===== src/rtl/cpu_pkg.sv =====
// Shared datapath definitions: skid-pipe state encoding and default word width.
package cpu_pkg;

    localparam int unsigned DEFAULT_WIDTH = 32;

    typedef enum logic [1:0] {
        EMPTY = 2'd0,
        BUSY  = 2'd1,
        FULL  = 2'd2
    } pipe_state_t;

endpackage


===== src/rtl/sel_mux_n.sv =====
// Combinational N-to-1 word select. An out-of-range select falls back to channel 0 and reports index 0.
module sel_mux_n #(
    parameter int unsigned WIDTH = 32,
    parameter int unsigned N     = 4,
    localparam int unsigned SW   = $clog2(N)
) (
    input  logic [N*WIDTH-1:0] in_data_i,
    input  logic [SW-1:0]      sel_i,
    output logic [WIDTH-1:0]   data_o,
    output logic [SW-1:0]      sel_o
);

    // Scan the channels so an unmatched (out-of-range) select keeps the channel-0 default
    always_comb begin
        data_o = in_data_i[WIDTH-1:0];
        sel_o  = '0;
        for (int unsigned i = 1; i < N; i++) begin
            if (32'(sel_i) == i) begin
                data_o = in_data_i[i*WIDTH +: WIDTH];
                sel_o  = sel_i;
            end
        end
    end

endmodule


===== src/rtl/sel_mux_pipe.sv =====
// Registered N-to-1 word select with valid/ready handshake and a 2-entry skid buffer.
// Optional sticky out-of-range select flag enabled by macro SEL_MUX_PIPE_SELCHK_EN.
module sel_mux_pipe
    import cpu_pkg::*;
#(
    parameter int unsigned WIDTH = DEFAULT_WIDTH,
    parameter int unsigned N     = 4,
    localparam int unsigned SW   = $clog2(N)
) (
    input  logic               clk,
    input  logic               rst,
    input  logic [N*WIDTH-1:0] in_data,
    input  logic [SW-1:0]      in_sel,
    input  logic               in_valid,
    output logic               in_ready,
    input  logic               flush,
    output logic [WIDTH-1:0]   out_data,
    output logic [SW-1:0]      out_sel,
    output logic               out_valid,
    input  logic               out_ready,
    output logic               sel_err
);

    pipe_state_t      state_q, state_d;
    logic [WIDTH-1:0] main_data_q, main_data_d;
    logic [SW-1:0]    main_sel_q, main_sel_d;
    logic [WIDTH-1:0] skid_data_q, skid_data_d;
    logic [SW-1:0]    skid_sel_q, skid_sel_d;

    logic [WIDTH-1:0] mux_data;
    logic [SW-1:0]    mux_sel;
    logic             in_fire;
    logic             out_fire;

    sel_mux_n #(
        .WIDTH (WIDTH),
        .N     (N)
    ) u_sel_mux (
        .in_data_i (in_data),
        .sel_i     (in_sel),
        .data_o    (mux_data),
        .sel_o     (mux_sel)
    );

    assign in_ready  = (state_q != FULL);
    assign out_valid = (state_q != EMPTY);
    assign out_data  = main_data_q;
    assign out_sel   = main_sel_q;
    assign in_fire   = in_valid & in_ready;
    assign out_fire  = out_valid & out_ready;

    // Next-state and entry movement: flush overrides any handshake in the same cycle
    always_comb begin
        state_d     = state_q;
        main_data_d = main_data_q;
        main_sel_d  = main_sel_q;
        skid_data_d = skid_data_q;
        skid_sel_d  = skid_sel_q;
        if (flush) begin
            state_d = EMPTY;
        end else begin
            unique case (state_q)
                EMPTY: begin
                    if (in_fire) begin
                        state_d     = BUSY;
                        main_data_d = mux_data;
                        main_sel_d  = mux_sel;
                    end
                end
                BUSY: begin
                    if (in_fire && out_fire) begin
                        main_data_d = mux_data;
                        main_sel_d  = mux_sel;
                    end else if (in_fire) begin
                        state_d     = FULL;
                        skid_data_d = mux_data;
                        skid_sel_d  = mux_sel;
                    end else if (out_fire) begin
                        state_d = EMPTY;
                    end
                end
                FULL: begin
                    if (out_fire) begin
                        state_d     = BUSY;
                        main_data_d = skid_data_q;
                        main_sel_d  = skid_sel_q;
                    end
                end
                default: state_d = EMPTY;
            endcase
        end
    end

    // State and entry registers with synchronous reset
    always_ff @(posedge clk) begin
        if (rst) begin
            state_q     <= EMPTY;
            main_data_q <= '0;
            main_sel_q  <= '0;
            skid_data_q <= '0;
            skid_sel_q  <= '0;
        end else begin
            state_q     <= state_d;
            main_data_q <= main_data_d;
            main_sel_q  <= main_sel_d;
            skid_data_q <= skid_data_d;
            skid_sel_q  <= skid_sel_d;
        end
    end

`ifdef SEL_MUX_PIPE_SELCHK_EN
    logic sel_err_q;

    // Sticky flag: set by any accepted out-of-range select, cleared only by reset
    always_ff @(posedge clk) begin
        if (rst) begin
            sel_err_q <= 1'b0;
        end else if (in_fire && (32'(in_sel) >= N)) begin
            sel_err_q <= 1'b1;
        end
    end

    assign sel_err = sel_err_q;
`else
    assign sel_err = 1'b0;
`endif

endmodule


===== config.mk =====
export PLATFORM = sky130hd
export DESIGN_NAME = sel_mux_pipe
export DESIGN_NICKNAME = d
export VERILOG_FILES = /design/src/rtl/cpu_pkg.sv /design/src/rtl/sel_mux_n.sv /design/src/rtl/sel_mux_pipe.sv
export SDC_FILE = /design/constraint.sdc
export NUM_CORES = 1
export LEC_CHECK = 0
export CAP_MARGIN = 5
export CELL_PAD_IN_SITES_DETAIL_PLACEMENT = 1
export CELL_PAD_IN_SITES_GLOBAL_PLACEMENT = 1
export CORE_UTILIZATION = 28
export DETAILED_ROUTE_END_ITERATION = 7
export PLACE_DENSITY_LB_ADDON = 0.25
export SLEW_MARGIN = 25
export SYNTH_ARGS = -nofsm -noshare
export SYNTH_HDL_FRONTEND = slang
export SYNTH_SLANG_ARGS = --single-unit

===== constraint.sdc =====
create_clock -name clk -period 1.3 [get_ports clk]
set_input_delay 0.195 -clock clk [delete_from_list [all_inputs] [get_ports clk]]
set_output_delay 0.195 -clock clk [all_outputs]
set_load 0.1 [all_outputs]

; ---- Yosys cells after proc, flatten, opt, wreduce, memory -nomap -nowiden
; Index checks and enable logic that the tools add are counted.
[word_totals]
reg_bits = 70
out_inout_bits = 37
elab_cells = 48
[op_classes]
eq_ne = 11
muxes = 20
bitwise = 4
reduce_logical = 8
[op_table]
columns = op, n
row1 = $mux W32, 6
row2 = $pmux W32 S3, 1
row3 = $mux W2, 11
row4 = $pmux W2 S3, 2
row5 = $ne A2 B2 Y1 const B, 5
row6 = $reduce_and A4 Y1, 2
row7 = $eq A2 B2 Y1 const B, 3
row8 = $reduce_and A5 Y1, 1
row9 = $eq A2 B1 Y1 const B, 2
row10 = $ne A3 B3 Y1 const B, 1
row11 = $reduce_bool A3 Y1, 1
row12 = $and A1 B1 Y1, 2
row13 = $logic_not A2 Y1, 1
row14 = $not A1 Y1, 2
row15 = $reduce_bool A2 Y1, 1
row16 = $reduce_or A2 Y1, 1
row17 = $logic_and A1 B1 Y1, 1

; ---- Longest topological paths before layout
; Gate-level depths: netlist (run 1).
[logic_depth]
ltp_word = 6
depth_mapped = 7
ltp_nobuf = 5

; ---- By module
; Synthesis (run 1) repeated with hierarchy kept, for this count alone.
[hier_totals]
hier_cells = 374
area_unflattened_um2 = 4098.9
[modules_own_cells]
columns = module, instances, cells_each, area_per_inst_um2, seq_area_each_um2
row1 = sel_mux_pipe, 1, 332, 3266.9, 1401.3
row2 = sel_mux_n, 1, 42, 832.0, 0.0

; ---- Worst setup path after synthesis (run 1)
; No wires, ideal clock.
[synth_timing]
kind = reg-to-reg
from = register state_q[1]
to = register main_sel_q[0], in the netlist out_sel[0]
setup_time_ns = 0.073
t_arrival_ns = 1.850
required_ns = 1.227
path_slack_ns = -0.623
path_stages_with_launch = 8
n_path_buf = 2
cell_sequence = dfxtp_1 nor2b_1 buf_4 buf_6 inv_1 nand2_1 a211o_1 a21oi_1
[synth_between]
elab_chain_cells = 5
elab_cells_between_ends = 14
cone_classes = eq/ne: 6 / mux: 1 / bitwise: 2 / reduce/logical: 5
[synth_rtl]
columns = item, line_no
row1 = from (decl), sel_mux_pipe.sv:24  ; pipe_state_t state_q, state_d;
row2 = from (signal assigned), sel_mux_pipe.sv:103  ; state_q <= state_d;
row3 = $ne A2 B2 Y1 *, sel_mux_pipe.sv:45  ; assign in_ready = (state_q != FULL);
row4 = net in_ready, sel_mux_pipe.sv:15  ; output logic in_ready,
row5 = $and A1 B1 Y1 *, sel_mux_pipe.sv:49  ; assign in_fire = in_valid & in_ready;
row6 = $logic_and A1 B1 Y1, sel_mux_pipe.sv:71  ; if (in_fire && out_fire) begin
row7 = $ne A2 B2 Y1 (no source line), n/a
row8 = $reduce_and A5 Y1 (no source line) *, n/a
row9 = to (signal assigned), sel_mux_pipe.sv:105  ; main_sel_q <= main_sel_d;
row10 = to (decl), sel_mux_pipe.sv:26  ; logic [SW-1:0] main_sel_q, main_sel_d;
; The timed path passes the listed nets; every way through them passes the cells marked *.
; A chain may end at the register's enable or synchronous reset.

; ---- Final worst setup path (run 1)
[layout_timing]
from = register state_q[1]
to = output port in_ready
[layout_between]
elab_chain_cells = 1
[layout_rtl]
columns = item, line_no
row1 = $ne A2 B2 Y1, sel_mux_pipe.sv:45
row2 = to (decl), sel_mux_pipe.sv:15
; No other way between the ends.

==> results.md, run 1 <==
• 5.415 — via density per instance
• 8.456 um^2 — mean area per synthesized cell
• 15870 um^2 — die area
• 70 — number of clock sinks
• 509 — synthesized instance count
• 1.625 ns — Final min period
• 60 — largest net degree at the start of global routing
• 849 — number of placed cells counting well taps
• 4868 — via count of the routed design
• 126.0 um — height of the die
• 1.43 ns — data arrival time at the worst-slack endpoint
• 644 — syn_nets
• 0 — detailed-route DRC error count
• 14750 um^2 — total core area
• 28020 um — wire length of the first global-routing pass
• 70 — final setup fails
• 844 — net count of the finished layout
• clkdlybuf4s50_1 — most common cell after layout, fill and taps aside
• dfxtp_4 — slowest CP cell
• 2 — Longest Clk Path Bufs
• reg2out — category of the critical setup timing path
• 1585 — # fillers
• 0 — global route overflow
• 126.0 um — chip width
• 3 — number of H-tree levels
• -0.6975 ns — worst slack, placed
• 0.3095 — fraction of layout cells with a size suffix above 1
• 0.2242 — total routing resource utilization after global routing
• clkbuf_16 — clock root buffer
• 0.6332 mV — worst vdd rail ir drop
• 18370 um — wirelength, routed
• 0.006836 ns — skew final
• in2reg — kind of path behind the tightest hold check
• built — CTS tree
• 615.3 MHz — top achievable clock speed
• finished with violations — status
• 20.43 um — Wirelength per Cell
• 0 — final hold violations
• 11590 um — Post-DP HPWL
• 0 — max-slew violation count
• 44 — number of rows in the core area
• register — element type at the critical path start
• 38 — post-synth cell types
• 1.250 — post-route fraction of the period consumed by the critical path
• output pin — kind of end point of the critical path
• 86.98% — Area Growth Syn to Fin
• 0.34 ns — latest clock arrival within the worst-skew pair
• 6 — maximum fanout along the worst path
• 941.1 nW/um^2 — pwr/cell area
• 0 — warnings from Yosys
• yes — RSZ-0062 raised after global routing
• 4 — detailed-routing iteration count for the pre-antenna-repair pass
• 1.11 ns — Critical Path RT
• 0.7614 — RD Place Congestion
• 252 — violation count after the first detailed-route iteration
• 9 — CTS Buf Count
• 0.3256 — sequential element share of the synthesized area
• -0.3253 ns — worst setup slack after layout
• clkdlybuf4s50_1 (128), dfxtp_1 (64), mux2i_1 (60) — commonest cells after routing, fill and taps aside
• 170 — Port-buffer cells
• 3.112 nW — LEAKAGE
• buf_12 — most repeated library cell on the critical path
• 0.37 ns — slowest stage delay, CP
• 172 — number of I/O pins
• 5339 — vias in the first global route
• 1 — antenna violations before repair
• 70 — Synth Register Bits
• 0 — post-route ant nets
• 0.6398 — slew margin rel.
• 0.2917 — initial cell density of the core
• nor2b_4 -> buf_12 -> buf_6 -> clkinvlp_4 -> buf_12 — cells along the critical path
• 0.06 ns — Clock transition at path regs
• negative setup slack — failing checks
• 4304 um^2 — synthesized cell area
• 0 — number of max-cap violations
• 899 — number of standard cells in the final layout excluding fillers
• 0.5403 ns — Tightest Pin Transition
-- Yosys cell counts (all sizes together) --
| cell | n | area share |
|---|---|---|
| dfxtp | 70 | 0.33 |
| mux2i | 64 | 0.15 |
| nor3 | 62 | 0.073 |
| nand2 | 60 | 0.053 |
| a21oi | 40 | 0.047 |
| buf | 38 | 0.056 |
| inv | 35 | 0.031 |
| a211oi | 30 | 0.064 |
| a32o | 30 | 0.070 |
| nor4b | 27 | 0.055 |
| clkbuf | 15 | 0.013 |
| nor2 | 5 | 0.0044 |
| o21ai | 5 | 0.0058 |
| or2 | 5 | 0.0073 |
| a221oi | 4 | 0.0081 |
| mux2 | 4 | 0.010 |
| a22o | 2 | 0.0041 |
| nand2b | 2 | 0.0035 |
| nor4 | 2 | 0.0044 |
| a2111oi | 1 | 0.0020 |
| a211o | 1 | 0.0020 |
| a21o | 1 | 0.0020 |
| and2b | 1 | 0.0017 |
| and3b | 1 | 0.0020 |
| conb | 1 | 0.00087 |
| nor2b | 1 | 0.0015 |
| o21a | 1 | 0.0017 |
| o22a | 1 | 0.0020 |
-- metrics by stage --
stage               utilization  instance area (um^2)  total power (W)  setup TNS [ns]  hold slack, ns
finish                   0.5455                  8048         0.007574          -13.91          0.2189
global route             0.5455                  8048         0.007826          -17.60          0.2181
CTS                      0.5185                  7650         0.007463          -14.68          0.1963
detailed placement       0.4713                  6953         0.004698          -41.04          0.4595
global placement         0.4713                  6953         0.004633          -36.18          0.4466
floorplan                     -                  4543         0.003642          -2.313          0.2660
-- power breakdown --
group	switching (W)	total (W)	internal, W	leakage (nW)
Combinational	0.00136	0.00253	0.00117	2.38
Clock	0.000977	0.00271	0.00173	0.157
Sequential	0.000102	0.00234	0.00224	0.574
-- critical path, delay by kind of cell, from the launching register on --
kind	cells	cell delay, ns
buffers and inverters	4	0.50
flip-flops	1	0.37
AND/OR/NAND/NOR	1	0.22
-- worst paths after layout --
kind              slack [ns]  cells past startpoint       startpoint         endpoint
setup reg to reg       -0.31                      6       state_q[1]       out_sel[0]
setup / recovery       -0.33                      5       state_q[1]         in_ready
hold / removal          0.22                      2              rst       state_q[1]
hold reg to reg         0.47                      1  skid_data_q[20]  skid_data_q[20]
-- state kept, by name, summed over array words and instances, names as in the netlist --
name,flops
skid_data_q,32
out_data,32
state_q,2
skid_sel_q,2
out_sel,2
-- cells by family after synthesis --
| group | count (synthesis) | synth area share |
|---|---|---|
| AND/OR/NAND/NOR | 166 | 0.2058 |
| other | 1 | 0.0008713 |
| buffers and inverters | 88 | 0.09942 |
| multiplexers | 68 | 0.1593 |
| flip-flops | 70 | 0.3256 |
| AO/OA/AOI/OAI | 116 | 0.2090 |
-- layout make-up --
class	instances	area, um^2	area share
timing repair buffer	241	2977	0.3699
multi-input combinational	352	2973	0.3694
sequential	70	1414	0.1757
clock buffer	12	246.5	0.03063
tap	184	230.2	0.02861
inverter	35	135.1	0.01679
clock inverter	4	70.07	0.008706
antenna	1	2.502	0.0003109
-- routing by layer --
layer  part of all wire  GRT usage  routed length [um]
met5                  0          0                   0
met4              0.016    0.09142                 296
met3              0.043    0.03483                 783
met2               0.53     0.4095                9718
met1               0.41     0.2597                7568
-- timing repair --
item	4_1_cts	5_1_grt
gates resized for setup	41	39
hold buffers	0	0
pin swaps	15	23
hold endpoints to repair	0	0
gates cloned	4	4
buffers inserted	16	9
endpoints found under the setup margin	71	70
No activity file was read; power rests on OpenSTA's default activity.
==> inputs of run 2 (changes only) <==
--- a/config.mk
+++ b/config.mk
@@ -11,6 +11,7 @@
 export CORE_UTILIZATION = 28
 export DETAILED_ROUTE_END_ITERATION = 7
 export PLACE_DENSITY_LB_ADDON = 0.25
+export SKIP_CTS_REPAIR_TIMING = 1
 export SLEW_MARGIN = 25
 export SYNTH_ARGS = -nofsm -noshare
 export SYNTH_HDL_FRONTEND = slang
==> constraint.sdc (replaced) <==
create_clock -name clk -period 1.45 [get_ports clk]
set_input_delay 0.2175 -clock clk [delete_from_list [all_inputs] [get_ports clk]]
set_output_delay 0.2175 -clock clk [all_outputs]
set_load 0.1 [all_outputs]
==> results.md, run 2 (synthesis results as in run 1) <==
• 1.116 — post-route fraction of the period consumed by the critical path
• 6 — maximum fanout along the worst path
• 0 — global route overflow
• built — CTS tree
• 0.2076 — total routing resource utilization after global routing
• 0 — post-route ant nets
• yes — RSZ-0062 raised after global routing
• -4.757 ns — final-layout setup total negative slack
• output pin — kind of end point of the critical path
• 0.2666 — fraction of layout cells with a size suffix above 1
• 0.36 ns — slowest stage delay, CP
• 14750 um^2 — total core area
• 67 — final setup fails
• clkdlybuf4s50_1 — most common cell after layout, fill and taps aside
• 70 — number of clock sinks
• 33 — largest net degree at the start of global routing
• register — element type at the critical path start
• 1.619 ns — Final min period
• 0.5664 ns — Tightest Pin Transition
• 11920 um — Post-DP HPWL
• 26080 um — wire length of the first global-routing pass
• 193 — violation count after the first detailed-route iteration
• 0.7888 — RD Place Congestion
• clkdlybuf4s50_1 (128), dfxtp_1 (68), mux2i_1 (64) — commonest cells after routing, fill and taps aside
• buf_12 — most repeated library cell on the critical path
• 0 — final hold violations
• 7 — detailed-routing iteration count for the pre-antenna-repair pass
• 77.44% — Area Growth Syn to Fin
• 0.002160 W — net switching component of the power
• finished with violations — status
• 170 — Port-buffer cells
• clkbuf_16 — clock root buffer
• 9 — CTS Buf Count
• 1.40 ns — data arrival time at the worst-slack endpoint
• 839 — net count of the finished layout
• 15870 um^2 — die area
• out_ready — startpoint of the lowest-slack hold path
• 19.77 um — Wirelength per Cell
• in2reg — kind of path behind the tightest hold check
• 0.2504 ns — worst hold margin
• 126.0 um — chip width
• 1.23 ns — Critical Path RT
• reg2out — category of the critical setup timing path
• 172 — number of I/O pins
• 0.376 — clock share of power
• 0 — max-slew violation count
• dfxtp_4 — slowest CP cell
• 5.365 — via density per instance
• 0.6215 — slew margin rel.
• 0.318 — Comb power frac
• 0.6293 mV — worst vdd rail ir drop
• 4791 — via count of the routed design
• 893 — number of standard cells in the final layout excluding fillers
• 3 — number of H-tree levels
• 0.06 ns — Clock transition at path regs
• 3.008 nW — LEAKAGE
• state_q[1] — CP startpoint
• nor2b_4 -> buf_12 -> clkinvlp_4 -> buf_12 — cells along the critical path
• 0.306 — sequential share of power
• 2 — Longest Clk Path Bufs
• 0.006828 W — total power
• 0 — antenna violations before repair
• negative setup slack — failing checks
• 126.0 um — height of the die
• 0.004668 W — Internal Power
• 0.33 ns — latest clock arrival within the worst-skew pair
• 894.0 nW/um^2 — pwr/cell area
• -0.1687 ns — worst setup slack after layout
• 0.2917 — initial cell density of the core
• 859 — number of placed cells counting well taps
• 0 — detailed-route DRC error count
• 0.007643 ns — skew final
• 0 — number of max-cap violations
• 0 — ANT cells
• 44 — number of rows in the core area
• 0.3163 — switching share of power
• 17650 um — wirelength, routed
• 5098 — vias in the first global route
• state_q[1] — reg2reg start
• 617.8 MHz — top achievable clock speed
-- run 2: changes by cell type in the layout (fill, tap and decap cells not counted), moves of 5 or more --
cell,previous run,this run
nor4b_2,16,21
nor3_2,20,0
nor3_1,38,61
buf_4,31,45
buf_6,17,6
nor4b_4,5,0
-- run 2: power by group through the flow --
| stage | Combinational (W) | Sequential (W) | Clock [W] |
|---|---|---|---|
| finish | 0.00217 | 0.00209 | 0.00257 |
| floorplan | 0.000625 | 0.00257 | 0 |
| global placement | 0.00199 | 0.00213 | 0 |
| detailed placement | 0.00204 | 0.00213 | 0 |
| global route | 0.00228 | 0.00210 | 0.00268 |
| CTS | 0.00205 | 0.00209 | 0.00257 |
-- run 2: per-stage QoR --
| stage | util | worst slack [ns] | instance area [um^2] |
|---|---|---|---|
| floorplan | - | -0.1619 | 4309 |
| CTS | 0.4837 | -0.3906 | 7137 |
| global placement | 0.4608 | -0.5359 | 6799 |
| finish | 0.5176 | -0.1687 | 7637 |
| global route | 0.5176 | -0.2066 | 7637 |
| detailed placement | 0.4608 | -0.5824 | 6799 |
-- run 2: path summary, 6_finish.rpt --
kind / endpoint / slack [ns] / cells after the start
setup / recovery: in_ready / -0.17 / 4
hold / removal: state_q[1] / 0.25 / 3
setup reg to reg: skid_data_q[19] / -0.14 / 7
hold reg to reg: skid_data_q[26] / 0.47 / 1
-- run 2: per-layer routing --
metal | wire length (um) | track usage
met1 | 7382 | 0.2406
met3 | 759 | 0.03653
met2 | 9268 | 0.3864
met5 | 0 | 0
met4 | 243 | 0.06095
-- run 2: worst max-delay path: cells and delay by family, from the launching register on --
kind,cells,cell delay [ns]
buf+inv,3,0.44
flops,1,0.36
simple gates,1,0.25
-- run 2: final cells by class --
type	instances	area, um^2
Clock inverter	7	112.6
Timing Repair Buffer	236	2763
Sequential cell	70	1406
Tap cell	184	230.2
Clock buffer	9	225.2
Fill cell	1624	7117
Inverter	35	135.1
Multi-Input combinational cell	352	2765
